File: config.mk
export PLATFORM = sky130hd
export DESIGN_NAME = mem_stage_ctrl
export DESIGN_NICKNAME = d
export VERILOG_FILES = /design/src/rtl/mem_stage_ctrl_pkg.sv /design/src/rtl/mem_stage_ctrl_stack_pointer_unit.sv /design/src/rtl/mem_stage_ctrl.sv
export SDC_FILE = /design/constraint.sdc
export NUM_CORES = 1
export LEC_CHECK = 0
export CAP_MARGIN = 25
export CORE_MARGIN = 8
export CORE_UTILIZATION = 51
export DETAILED_ROUTE_END_ITERATION = 10
export GPL_ROUTABILITY_DRIVEN = 0
export PLACE_DENSITY_LB_ADDON = 0.08
export SYNTH_ARGS = -nofsm -noshare
export SYNTH_HDL_FRONTEND = slang
export SYNTH_SLANG_ARGS = --single-unit
File: constraint.sdc
create_clock -name clk -period 2.8 [get_ports clk]
set_input_delay 0.7 -clock clk [delete_from_list [all_inputs] [get_ports clk]]
set_output_delay 0.7 -clock clk [all_outputs]
set_load 0.03 [all_outputs]
File: src/rtl/mem_stage_ctrl_pkg.sv
// Shared types for the memory-stage controller: FSM states, op kinds and the
// decoder-flag priority function.
package mem_stage_ctrl_pkg;

    localparam int DEF_ADDR_W = 12;

    typedef enum logic [1:0] {
        ST_IDLE = 2'd0,
        ST_REQ  = 2'd1,
        ST_RESP = 2'd2
    } state_t;

    typedef enum logic [2:0] {
        OP_NONE  = 3'd0,
        OP_LOAD  = 3'd1,
        OP_LDM   = 3'd2,
        OP_STORE = 3'd3,
        OP_PUSH  = 3'd4,
        OP_POP   = 3'd5
    } op_kind_t;

    // When several flags are set the highest-priority one wins: push > pop > write > read.
    function automatic op_kind_t decode_op(input logic push, input logic pop,
                                           input logic wr, input logic rd,
                                           input logic imm);
        op_kind_t k;
        k = OP_NONE;
        if (push)     k = OP_PUSH;
        else if (pop) k = OP_POP;
        else if (wr)  k = OP_STORE;
        else if (rd)  k = imm ? OP_LDM : OP_LOAD;
        return k;
    endfunction

endpackage

File: src/rtl/mem_stage_ctrl_stack_pointer_unit.sv
// Stack pointer register with wrap-around inc/dec strobes and a sticky underflow
// flag raised when a pop is accepted while the stack is empty.
module mem_stage_ctrl_stack_pointer_unit #(
    parameter int                ADDR_W  = 12,
    parameter logic [ADDR_W-1:0] SP_INIT = {ADDR_W{1'b1}}
) (
    input  logic              i_clk,
    input  logic              i_rst,
    input  logic              i_inc,
    input  logic              i_dec,
    input  logic              i_pop_accept,
    output logic [ADDR_W-1:0] o_sp,
    output logic              o_underflow
);

    logic [ADDR_W-1:0] r_sp;
    logic              r_underflow;

    always_ff @(posedge i_clk) begin
        if (i_rst) begin
            r_sp        <= SP_INIT;
            r_underflow <= 1'b0;
        end else begin
            if (i_inc)
                r_sp <= r_sp + ADDR_W'(1);
            else if (i_dec)
                r_sp <= r_sp - ADDR_W'(1);
            if (i_pop_accept && (r_sp == SP_INIT))
                r_underflow <= 1'b1;
        end
    end

    assign o_sp        = r_sp;
    assign o_underflow = r_underflow;

endmodule

File: src/rtl/mem_stage_ctrl.sv
// Memory-stage controller: turns decoded control flags into data-memory
// transactions, owns the stack pointer and emits the registered write-back beat.
module mem_stage_ctrl
    import mem_stage_ctrl_pkg::*;
#(
    parameter int                DATA_W  = 16,
    parameter int                ADDR_W  = DEF_ADDR_W,
    parameter int                RD_W    = 3,
    parameter logic [ADDR_W-1:0] SP_INIT = {ADDR_W{1'b1}}
) (
    input  logic              clk,
    input  logic              rst,
    input  logic              op_valid,
    input  logic              mem_read,
    input  logic              mem_write,
    input  logic              push_signal,
    input  logic              pop_signal,
    input  logic              immediate_signal,
    input  logic              wb_in,
    input  logic [ADDR_W-1:0] addr,
    input  logic [DATA_W-1:0] wdata,
    input  logic [RD_W-1:0]   rd_in,
    output logic              stall,
    output logic              mem_req,
    output logic              mem_we,
    output logic [ADDR_W-1:0] mem_addr,
    output logic [DATA_W-1:0] mem_wdata,
    input  logic [DATA_W-1:0] mem_rdata,
    input  logic              mem_ack,
    output logic              wb_valid,
    output logic [RD_W-1:0]   wb_rd,
    output logic [DATA_W-1:0] wb_data,
    output logic [ADDR_W-1:0] sp,
    output logic              stack_underflow,
    output state_t            dbg_state
);

    state_t            r_state;
    op_kind_t          r_kind;
    logic              r_mem_req;
    logic              r_mem_we;
    logic [ADDR_W-1:0] r_mem_addr;
    logic [DATA_W-1:0] r_mem_wdata;
    logic [DATA_W-1:0] r_rdata;
    logic [RD_W-1:0]   r_rd;
    logic              r_wb_valid;
    logic [RD_W-1:0]   r_wb_rd;
    logic [DATA_W-1:0] r_wb_data;

    op_kind_t          w_kind;
    logic              w_is_mem;
    logic              w_ack;
    logic [ADDR_W-1:0] w_sp;

    assign w_kind   = decode_op(push_signal, pop_signal, mem_write, mem_read, immediate_signal);
    assign w_is_mem = (w_kind == OP_LOAD) || (w_kind == OP_STORE) ||
                      (w_kind == OP_PUSH) || (w_kind == OP_POP);
    // Handshake: mem_req and all mem_* stay frozen until mem_ack is sampled high
    // on a clock edge while in REQ; ack in any other state is ignored.
    assign w_ack    = (r_state == ST_REQ) && mem_ack;

    mem_stage_ctrl_stack_pointer_unit #(
        .ADDR_W  (ADDR_W),
        .SP_INIT (SP_INIT)
    ) u_spu (
        .i_clk        (clk),
        .i_rst        (rst),
        .i_inc        (w_ack && (r_kind == OP_POP)),
        .i_dec        (w_ack && (r_kind == OP_PUSH)),
        .i_pop_accept ((r_state == ST_IDLE) && op_valid && (w_kind == OP_POP)),
        .o_sp         (w_sp),
        .o_underflow  (stack_underflow)
    );

    always_ff @(posedge clk) begin
        if (rst) begin
            r_state     <= ST_IDLE;
            r_kind      <= OP_NONE;
            r_mem_req   <= 1'b0;
            r_mem_we    <= 1'b0;
            r_mem_addr  <= '0;
            r_mem_wdata <= '0;
            r_rdata     <= '0;
            r_rd        <= '0;
            r_wb_valid  <= 1'b0;
            r_wb_rd     <= '0;
            r_wb_data   <= '0;
        end else begin
            r_wb_valid <= 1'b0;
            case (r_state)
                ST_IDLE: begin
                    if (op_valid && w_is_mem) begin
                        r_state     <= ST_REQ;
                        r_kind      <= w_kind;
                        r_mem_req   <= 1'b1;
                        r_mem_we    <= (w_kind == OP_PUSH) || (w_kind == OP_STORE);
                        r_mem_wdata <= wdata;
                        r_rd        <= rd_in;
                        if (w_kind == OP_PUSH)
                            r_mem_addr <= w_sp;
                        else if (w_kind == OP_POP)
                            r_mem_addr <= w_sp + ADDR_W'(1);
                        else
                            r_mem_addr <= addr;
                    end else if (op_valid && (wb_in || (w_kind == OP_LDM))) begin
                        r_wb_valid <= 1'b1;
                        r_wb_data  <= wdata;
                        r_wb_rd    <= rd_in;
                    end
                end
                ST_REQ: begin
                    if (mem_ack) begin
                        r_mem_req <= 1'b0;
                        r_rdata   <= mem_rdata;
                        r_state   <= r_mem_we ? ST_IDLE : ST_RESP;
                    end
                end
                ST_RESP: begin
                    r_wb_valid <= 1'b1;
                    r_wb_data  <= r_rdata;
                    r_wb_rd    <= r_rd;
                    r_state    <= ST_IDLE;
                end
                default: r_state <= ST_IDLE;
            endcase
        end
    end

    assign stall     = (r_state != ST_IDLE);
    assign mem_req   = r_mem_req;
    assign mem_we    = r_mem_we;
    assign mem_addr  = r_mem_addr;
    assign mem_wdata = r_mem_wdata;
    assign wb_valid  = r_wb_valid;
    assign wb_rd     = r_wb_rd;
    assign wb_data   = r_wb_data;
    assign sp        = w_sp;
    assign dbg_state = r_state;

endmodule

==> results of run 1 <==
[cell usage after synthesis (3+ instances only)]
master,count
a211oi_1,5
nand3_1,7
a211oi_2,8
inv_1,6
o21a_1,4
xnor2_1,5
a21oi_1,54
buf_4,9
nor3_1,10
nor4_1,5
nand2_1,119
buf_6,3
dfxtp_1,87
or3_1,6
o21ai_0,26
mux2i_1,6
a221oi_1,23
nand4b_1,3
a32oi_1,3
buf_2,12
or4_1,4
clkbuf_1,23
nor2_1,46
nand2b_1,5
nand4_1,3
nor2b_1,9
[layer usage]
metal	vias up	global-route usage, %	routed length [um]
met5	-	0	0
met4	0	8.04	167
met3	15	6.78	1130
met2	165	36.9	6280
met1	1978	26.3	5220
li1	2079	-	-
[power by group through the flow]
stage               Sequential, mW  Combinational, mW  Clock, mW
global route                  1.35              0.602      0.978
global placement              1.37              0.547          0
finish                        1.34              0.558      0.914
detailed placement            1.37              0.557          0
CTS                           1.34              0.560      0.924
floorplan                     1.44              0.236          0
[cell families after synthesis]
family                   count (synthesis)  share of synthesized area, %
AO/OA/AOI/OAI                          140                          22.2
XOR/XNOR                                 6                          1.24
AND/OR/NAND/NOR                        235                          26.1
adder cells (fa/ha/maj)                  2                         0.591
buffers and inverters                   54                          6.48
flip-flops                              87                          41.2
multiplexers                             9                          2.22
[flip-flops by register name, indices dropped and copies added (netlist names)]
register and cells:
wb_rd 3, u_spu.o_sp 12, mem_we 1, r_rdata 16
wb_data 16, r_rd 3, u_spu.o_underflow 1, mem_wdata 16
r_kind 3, mem_addr 12, wb_valid 1, mem_req 1
dbg_state 2
[metrics by stage]
step | worst slack, ns | cells | cell area, sq um
floorplan | 0.819 | 533 | 4230
global placement | 0.218 | 730 | 5480
detailed placement | 0.150 | 731 | 5500
CTS | 0.232 | 747 | 5710
global route | 0.174 | 747 | 5710
finish | 0.221 | 747 | 5710
[worst min-delay path, delay by kind of cell (launching register included)]
family,cells,cell delay (ns)
simple gates,1,0.05
compound gates,1,0.05
flops,1,0.32
[final timing paths]
kind / start / endpoint / depth (start not counted)
worst max-delay path: u_spu.o_sp[2]$_SDFFE_PP1P_ / sp[2] / 1
worst min-delay path: mem_wdata[4]$_SDFFE_PP0P_ / mem_wdata[4]$_SDFFE_PP0P_ / 2
worst max register to register: u_spu.o_sp[0]$_SDFFE_PP1P_ / mem_addr[10]$_SDFFE_PP0P_ / 5
worst min register to register: mem_wdata[4]$_SDFFE_PP0P_ / mem_wdata[4]$_SDFFE_PP0P_ / 2
[layout by cell type, fill, tap and decap left out, types with 6 or more instances in the layout]
cell type	instances
clkbuf_8	10
a221oi_1	23
buf_4	18
nor3_1	10
nor2b_1	9
clkdlybuf4s50_1	120
nand3_1	7
mux2i_1	6
a21oi_1	54
inv_1	6
or3_1	6
dfxtp_1	87
nor2_1	46
o21ai_0	26
nand2_1	119
a211oi_2	8
[layout make-up]
| type | count | area [sq um] |
|---|---|---|
| Clock inverter | 5 | 66.3 |
| Sequential cell | 87 | 1740 |
| Inverter | 6 | 22.5 |
| Fill cell | 676 | 2430 |
| Timing Repair Buffer | 141 | 1380 |
| Multi-Input combinational cell | 392 | 2220 |
| Clock buffer | 11 | 141 |
| Tap cell | 105 | 131 |
==> metrics.md, run 1 <==
| Metric | Value |
|---|---|
| CP Buf/Inv Count | `1` |
| Async SR Flop Fraction | `0%` |
| Logic pwr share | `between 10% and 20%` |
| Initial Util | `52.0%` |
| Switch share | `29.1%` |
| Period utilisation layout | `around 90%` |
| Clock Power Share | `between 30 and 40%` |
| Top delay family on crit path | `buffers and inverters` |
| Worst path required time | `2.10 ns` |
| Crit-path cells | `clkdlybuf4s50_1` |
| Post-synth top area share | `41.2%` |
| H-tree Lvls | `3` |
| Seq cells post-synth | `87` |
| Fin crit period | `2.58 ns` |
| Clock transition at path regs | `around 0.090 ns` |
| Share of cells above drive strength 1 | `9.03%` |
| Leakage | `2.05 nW` |
| Cts repair resizes | `0` |
| Synthesized cell area | `4230 sq um` |
| Mean post-synth cell area | `7.94 sq um` |
| Fin Hold WS | `0.458 ns` |
| Prevailing post-synth register cell | `dfxtp_1` |
| Worst-Skew Late Latency | `0.35 ns` |
| Final Hold Fails | `0` |
| Worst path max stage delay | `0.80 ns` |
| Synth Net Count | `592` |
| Final WL | `12.8 mm` |
| Status | `complete, no violations` |
| Switch Pwr | `0.820 mW` |
| Number of diodes | `0` |
| Fin Setup TNS | `0 ns` |
| Max-cap viol count | `0` |
| Clock Sink Count | `87` |
| Synth Warn # | `0` |
| Relative slew slack | `between 50% and 60%` |
| Final clock skew | `about 0.011 ns` |
| Number of DRC markers in iteration 0 | `259` |
| GRT overflow | `0` |
| Peak supply drop | `~0.00026 V` |
| Post-CTS setup buffer count | `0` |
| Hold WC Path Type | `reg -> reg` |
| Post-layout power | `2.81 mW` |
| Endpoints failing setup | `0` |
| First-pass GRT wire length | `21.1 mm` |
| WL/cell | `17.1 um` |
| Layout net count | `696` |
| TritonCTS clock tree | `built` |
| Router iterations before antenna repair | `5` |
| Cell internal pwr | `~2 mW` |
| Slowest cell on the critical path | `clkdlybuf4s50_1` |
| Routed vias | `between 4000 and 5000` |
| Util after Layout | `70.2%` |
| # rows | `33` |
| Root Driver | `clkbuf_8` |
| P&R area growth vs syn | `34.9%` |
| Clock buffer count from CTS | `9` |
| DIE WIDTH | `roughly 110 um` |
| Flop pwr share | `47.7%` |
| Max clock buf depth | `2` |
| RSZ-0062 raised after global routing | `false` |
| Post-synth EDFFs | `0` |
| Initial antenna violation count | `0` |
| Distinct cells, synth | `56` |
| Total core area | `approximately 8100 sq um` |
| Post-DP HPWL | `just over 9 mm` |
| Cell count after synthesis | `533` |
| CP Launch Type | `flip-flop` |
| Max Fanout on Critical Path | `16` |
| Number of I/O pins | `approximately 120` |
| Worst setup path category | `reg -> out` |
| PwrDens | `493 nW/um^2` |
| Total track usage | `22.2%` |
| Input/output buffers | `122` |
| Largest net degree at the start of global routing | `45` |
| Antenna-violating nets left | `0` |
| Worst setup EP type | `output port` |
| Max-slew violations | `0` |
| Yosys top cell by area | `dfxtp_1` |
| Die H | `107 um` |
| Reg-to-reg setup timing slack | `0.43 ns` |
| F_max | `0.388 GHz` |
| DRC Markers | `0` |
| Worst-Margin Slew | `0.637 ns` |
| DIE AREA | `11500 sq um` |
| Vias/cell | `5.67` |
| CP arrival | `1.88 ns` |
| Vias in the first global route | `4346` |
| Seq/Total Area, Yosys | `41.2%` |
| Top cells by area, synth | `dfxtp_1 41%, nand2_1 11%, a21oi_1 6.4%` |
| CTS Hold Bufs | `0` |
No activity file was read; power rests on OpenSTA's default activity.
==> run 2: changes to the inputs <==
clock period = 3 ns   (was 2.8 ns; I/O delays follow)
==> run 2 against run 1 <==
Compared with the run above:
- setup slack improved by 0.19 ns
- cell count decreased by 0.13%
- critical path depth unchanged
- global-route usage rose by 0.45 points
- non-clock buffer count fell by 1
- first-iteration DRC count is 13% lower
- wire length hardly changed
- via count up 1.0%
==> metrics.md, run 2 (synthesized netlist as in run 1, its figures left out) <==
| Metric | Value |
|---|---|
| Worst-Skew Late Latency | `0.35 ns` |
| Clock Sink Count | `87` |
| F_max | `0.386 GHz` |
| Max-slew violations | `0` |
| Max-cap viol count | `0` |
| WL/cell | `17.2 um` |
| Clock transition at path regs | `~0.080 ns` |
| Vias in the first global route | `approximately 4300` |
| Top delay family on crit path | `buffers and inverters` |
| GRT overflow | `0` |
| Hold WC Path Type | `reg -> reg` |
| FF-to-FF path depth | `5` |
| DIE AREA | `11500 sq um` |
| Largest net degree at the start of global routing | `approximately 50` |
| Period utilisation layout | `86.3%` |
| Max Fanout on Critical Path | `13` |
| CP arrival | `1.84 ns` |
| DRC Markers | `0` |
| Number of DRC markers in iteration 0 | `225` |
| Worst path max stage delay | `0.79 ns` |
| # rows | `33` |
| H-tree Lvls | `3` |
| Share of cells above drive strength 1 | `8.89%` |
| Leakage | `2.04 nW` |
| RSZ-0062 raised after global routing | `false` |
| Post-Route M1 WL | `5.14 mm` |
| Most frequent cells in the layout | `121 x clkdlybuf4s50_1, 119 x nand2_1, 87 x dfxtp_1` |
| Slowest cell on the critical path | `clkdlybuf4s50_1` |
| Critical R2R Capture | `mem_addr[10]$_SDFFE_PP0P_` |
| Fin crit period | `2.59 ns` |
| First-pass GRT wire length | `approximately 21 mm` |
| Final Hold Fails | `0` |
| Vias/cell | `approximately 5.7` |
| CP Launch Type | `flip-flop` |
| Relative slew slack | `46.6%` |
| Router iterations before antenna repair | `5` |
| Post-layout power | `2.62 mW` |
| R2r startpoint | `u_spu.o_sp[0]$_SDFFE_PP1P_` |
| Peak supply drop | `0.000220 V` |
| Fin Setup TNS | `0 ns` |
| Status | `complete, no violations` |
| TritonCTS clock tree | `built` |
| Worst-Margin Slew | `0.801 ns` |
| Routed length on met2 | `about 6.3 mm` |
| P&R area growth vs syn | `34.7%` |
| Input/output buffers | `122` |
| Setup crit end | `sp[3]` |
| Initial antenna violation count | `0` |
| Worst setup EP type | `output port` |
| FILL cells | `685` |
| Final clock skew | `0.0109 ns` |
| Post-DP HPWL | `roughly 9.1 mm` |
| Crit path depth | `1` |
| Total track usage | `22.6%` |
| Clock buffer count from CTS | `9` |
| Root Driver | `clkbuf_8` |
| Number of diodes | `0` |
| Antenna-violating nets left | `0` |
| Highest metal used | `met4` |
| Most common cell after layout, fill and taps aside | `clkdlybuf4s50_1` |
| Crit-path cells | `clkdlybuf4s50_1` |
| Final WL | `12.8 mm` |
| Layout net count | `695` |
| Die H | `107 um` |
| Post-CTS setup buffer count | `0` |
| Routed vias | `about 4300` |
| Worst setup path category | `reg -> out` |
| Reg-to-reg setup timing slack | `around 0.70 ns` |
| Initial Util | `a little over half` |
| PwrDens | `460 nW/um^2` |
| Worst setup path start | `u_spu.o_sp[3]$_SDFFE_PP1P_` |
| Max clock buf depth | `2` |
| Number of I/O pins | `123` |
| Endpoints failing setup | `0` |
| Total core area | `8130 sq um` |
| Worst hold path startpoint | `r_rdata[0]$_SDFFE_PP0P_` |
| Cts repair resizes | `0` |
| CP Buf/Inv Count | `1` |
| Worst path required time | `between 2 and 2.5 ns` |
| DIE WIDTH | `107 um` |
| Met3 wire len | `1.20 mm` |
| CTS Hold Bufs | `0` |
[run 2: per-layer routing]
layer | vias up | global-route usage, %
met3 | 15 | 7.86
met1 | 2017 | 27.2
met4 | 0 | 7.14
li1 | 2084 | -
met2 | 164 | 37.0
met5 | - | 0
[run 2: worst min-delay path by stage]
stage / end / slack, ns / cells past startpoint
6_report: r_rdata[0]$_SDFFE_PP0P_ / 0.46 / 2
5_1_grt: r_rdata[4]$_SDFFE_PP0P_ / 0.48 / 2
4_1_cts: r_rdata[10]$_SDFFE_PP0P_ / 0.46 / 2
3_5_place_dp: r_rdata[4]$_SDFFE_PP0P_ / 0.45 / 2
3_3_place_gp: dbg_state[1]$_SDFFE_PP0P_ / 0.44 / 1
2_1_floorplan: r_rdata[13]$_SDFFE_PP0P_ / 0.44 / 2
[run 2: power breakdown]
part           leakage (nW)  internal [mW]  total [mW]  switching [mW]
registers             0.710           1.21        1.25          0.0422
clock network        0.0989          0.411       0.849           0.438
logic                  1.23          0.232       0.520           0.288
[run 2: stage by stage]
step	hold slack, ns	worst slack, ns	instances	area (sq um)	utilization [%]
floorplan	0.436	0.969	533	4230	-
global placement	0.437	0.280	729	5470	67.3
detailed placement	0.447	0.261	730	5490	67.5
CTS	0.460	0.413	746	5700	70.1
global route	0.475	0.336	746	5700	70.1
finish	0.457	0.410	746	5700	70.1
[run 2: cell type report]
cell class              instances  area [sq um]  share of cell area [%]
repair buffers                140          1380                    24.1
clock inverters                 6          67.6                    1.19
multi-input cells             392          2220                    39.0
inverters                       6          22.5                   0.395
flip-flops and latches         87          1740                    30.6
clock buffers                  10           138                    2.41
well taps                     105           131                    2.31
==> run 3: changes to the inputs <==
clock period = 3.2 ns   (was 3 ns; I/O delays follow)
==> run 3 against run 2 <==
Compared with the run above:
- worst hold slack improved by 0.0019 ns
- largest cell class unchanged
- critical path type unchanged
- sequential share of layout area increased by 0.17 points
- clock power increased by 6.5%
==> metrics.md, run 3 (synthesized netlist as in run 1, its figures left out) <==
| Metric | Value |
|---|---|
| Post-DP Area | `roughly 5400 sq um` |
| # rows | `33` |
| # placed instances | `724` |
| Hold WC Path Type | `reg -> reg` |
| Final Hold Fails | `0` |
| Period utilisation layout | `~84%` |
| Worst setup path category | `reg -> out` |
| FF-to-FF path depth | `5` |
| Root Driver | `clkbuf_8` |
| Max-cap viol count | `0` |
| Share of cells above drive strength 1 | `7.87%` |
| Clock transition at path regs | `roughly 0.090 ns` |
| DIE AREA | `11500 sq um` |
| DRC Markers | `0` |
| Final WL | `12.7 mm` |
| PwrDens | `451 nW/um^2` |
| TritonCTS clock tree | `built` |
| Vias/cell | `5.69` |
| First-pass GRT wire length | `21.0 mm` |
| GRT overflow | `0` |
| DIE WIDTH | `between 100 and 150 um` |
| H-tree Lvls | `3` |
| Die H | `107 um` |
| Layout net count | `689` |
| CP arrival | `1.88 ns` |
| Design area | `5670 sq um` |
| Number of DRC markers in iteration 0 | `208` |
| Clock buffer count from CTS | `9` |
| F_max | `approximately 0.37 GHz` |
| Number of I/O pins | `123` |
| Most frequent cells in the layout | `121 x clkdlybuf4s50_1, 119 x nand2_1, 87 x dfxtp_1` |
| P&R area growth vs syn | `33.9%` |
| Footprint of the multi-input gates | `between 2000 and 2500 sq um` |
| Critical R2R Capture | `u_spu.o_sp[6]$_SDFFE_PP1P_` |
| Status | `complete, no violations` |
| Initial Util | `between 50 and 60%` |
| Flip-flop and latch area | `between 1500 and 2000 sq um` |
| CP Launch Type | `flip-flop` |
| Worst-Margin Slew | `between 1 and 1.5 ns` |
| Router iterations before antenna repair | `5` |
| Total track usage | `22.5%` |
| Reg-to-reg setup timing slack | `0.61 ns` |
| Worst-Skew Late Latency | `0.37 ns` |
| Non-Filler Instances | `740` |
| FILL cells | `653` |
| Routed vias | `4210` |
| Relative slew slack | `30.6%` |
| Number of diodes | `0` |
| Hold EP | `mem_wdata[9]$_SDFFE_PP0P_` |
| Worst hold path startpoint | `mem_wdata[9]$_SDFFE_PP0P_` |
| Vias in the first global route | `between 4000 and 5000` |
| Final clock skew | `0.00710 ns` |
| Max Fanout on Critical Path | `16` |
| Peak supply drop | `0.000294 V` |
| R2r startpoint | `dbg_state[0]$_SDFFE_PP0P_` |
| Worst path required time | `2.40 ns` |
| Clock Sink Count | `87` |
| Hold Path Depth | `2` |
| Largest net degree at the start of global routing | `53` |
| Cts repair resizes | `0` |
| RSZ-0062 raised after global routing | `false` |
| Fin crit period | `about 2.7 ns` |
| Post-CTS setup buffer count | `0` |
| Worst setup EP type | `output port` |
| Total core area | `a little over 8000 sq um` |
| Fin Setup TNS | `0 ns` |
| Post-DP HPWL | `9.01 mm` |
| Max clock buf depth | `2` |
| Input/output buffers | `122` |
| Leakage | `between 2 and 2.5 nW` |
| Endpoints failing setup | `0` |
| WL/cell | `17.1 um` |
| Antenna-violating nets left | `0` |
| Most common cell after layout, fill and taps aside | `clkdlybuf4s50_1` |
| CTS Hold Bufs | `0` |
| Initial antenna violation count | `0` |
| Max-slew violations | `0` |
-- run 3: cell types whose count changed in the layout (fill, tap and decap cells not counted) --
| cell | before | now |
|---|---|---|
| clkinv_2 | 1 | 0 |
| clkbuf_8 | 10 | 11 |
| buf_12 | 2 | 1 |
| bufinv_16 | 1 | 2 |
| clkinv_4 | 1 | 0 |
| buf_4 | 16 | 11 |
| clkbuf_1 | 0 | 1 |
| clkinvlp_4 | 2 | 1 |
-- run 3: report_power, final --
group	switching [mW]	total, mW	internal (mW)
registers	0.0429	1.18	1.13
clock network	0.417	0.904	0.486
logic	0.263	0.474	0.211
total	0.724	2.55	1.83
-- run 3: metrics by stage --
| step | power [mW] | setup WS [ns] | utilization [%] | hold slack [ns] |
|---|---|---|---|---|
| after floorplan | 1.47 | 1.12 | - | 0.436 |
| after CTS | 2.56 | 0.512 | 69.7 | 0.459 |
| after global placement | 1.67 | 0.284 | 66.8 | 0.442 |
| final | 2.55 | 0.520 | 69.7 | 0.458 |
| after global routing | 2.65 | 0.340 | 69.7 | 0.477 |
| after detailed placement | 1.68 | 0.234 | 66.8 | 0.447 |
-- run 3: worst max path at each step --
stage | endpoint | slack, ns | depth (start not counted) | from
2_1_floorplan | mem_wdata[0]$_SDFFE_PP0P_ | 1.12 | 7 | push_signal
3_3_place_gp | wb_data[6]$_SDFFE_PP0P_ | 0.28 | 5 | mem_read
3_5_place_dp | wb_rd[1]$_SDFFE_PP0P_ | 0.23 | 5 | mem_read
4_1_cts | stall | 0.51 | 2 | dbg_state[0]$_SDFFE_PP0P_
5_1_grt | u_spu.o_sp[6]$_SDFFE_PP1P_ | 0.34 | 5 | dbg_state[0]$_SDFFE_PP0P_
6_report | stall | 0.52 | 2 | dbg_state[0]$_SDFFE_PP0P_
-- run 3: cell type report --
cell class / instances / share of cell area (%)
Inverter: 6 / 0.397
Multi-Input combinational cell: 392 / 39.2
Clock buffer: 12 / 2.74
Timing Repair Buffer: 134 / 23.3
Tap cell: 105 / 2.32
Clock inverter: 4 / 1.35
Sequential cell: 87 / 30.7
-- run 3: metal layers --
layer | vias up | track usage [%] | wire (um)
li1 | 2069 | - | -
met1 | 1967 | 26.8 | 5090
met2 | 158 | 36.7 | 6120
met3 | 16 | 7.32 | 1230
met4 | 0 | 8.84 | 226
met5 | - | 0 | 0
-- run 3: worst max-delay path, stage by stage, from the launching register on --
cell and delay, ns:
dfxtp_1 0.64, or2_2 0.21, clkdlybuf4s50_1 0.66
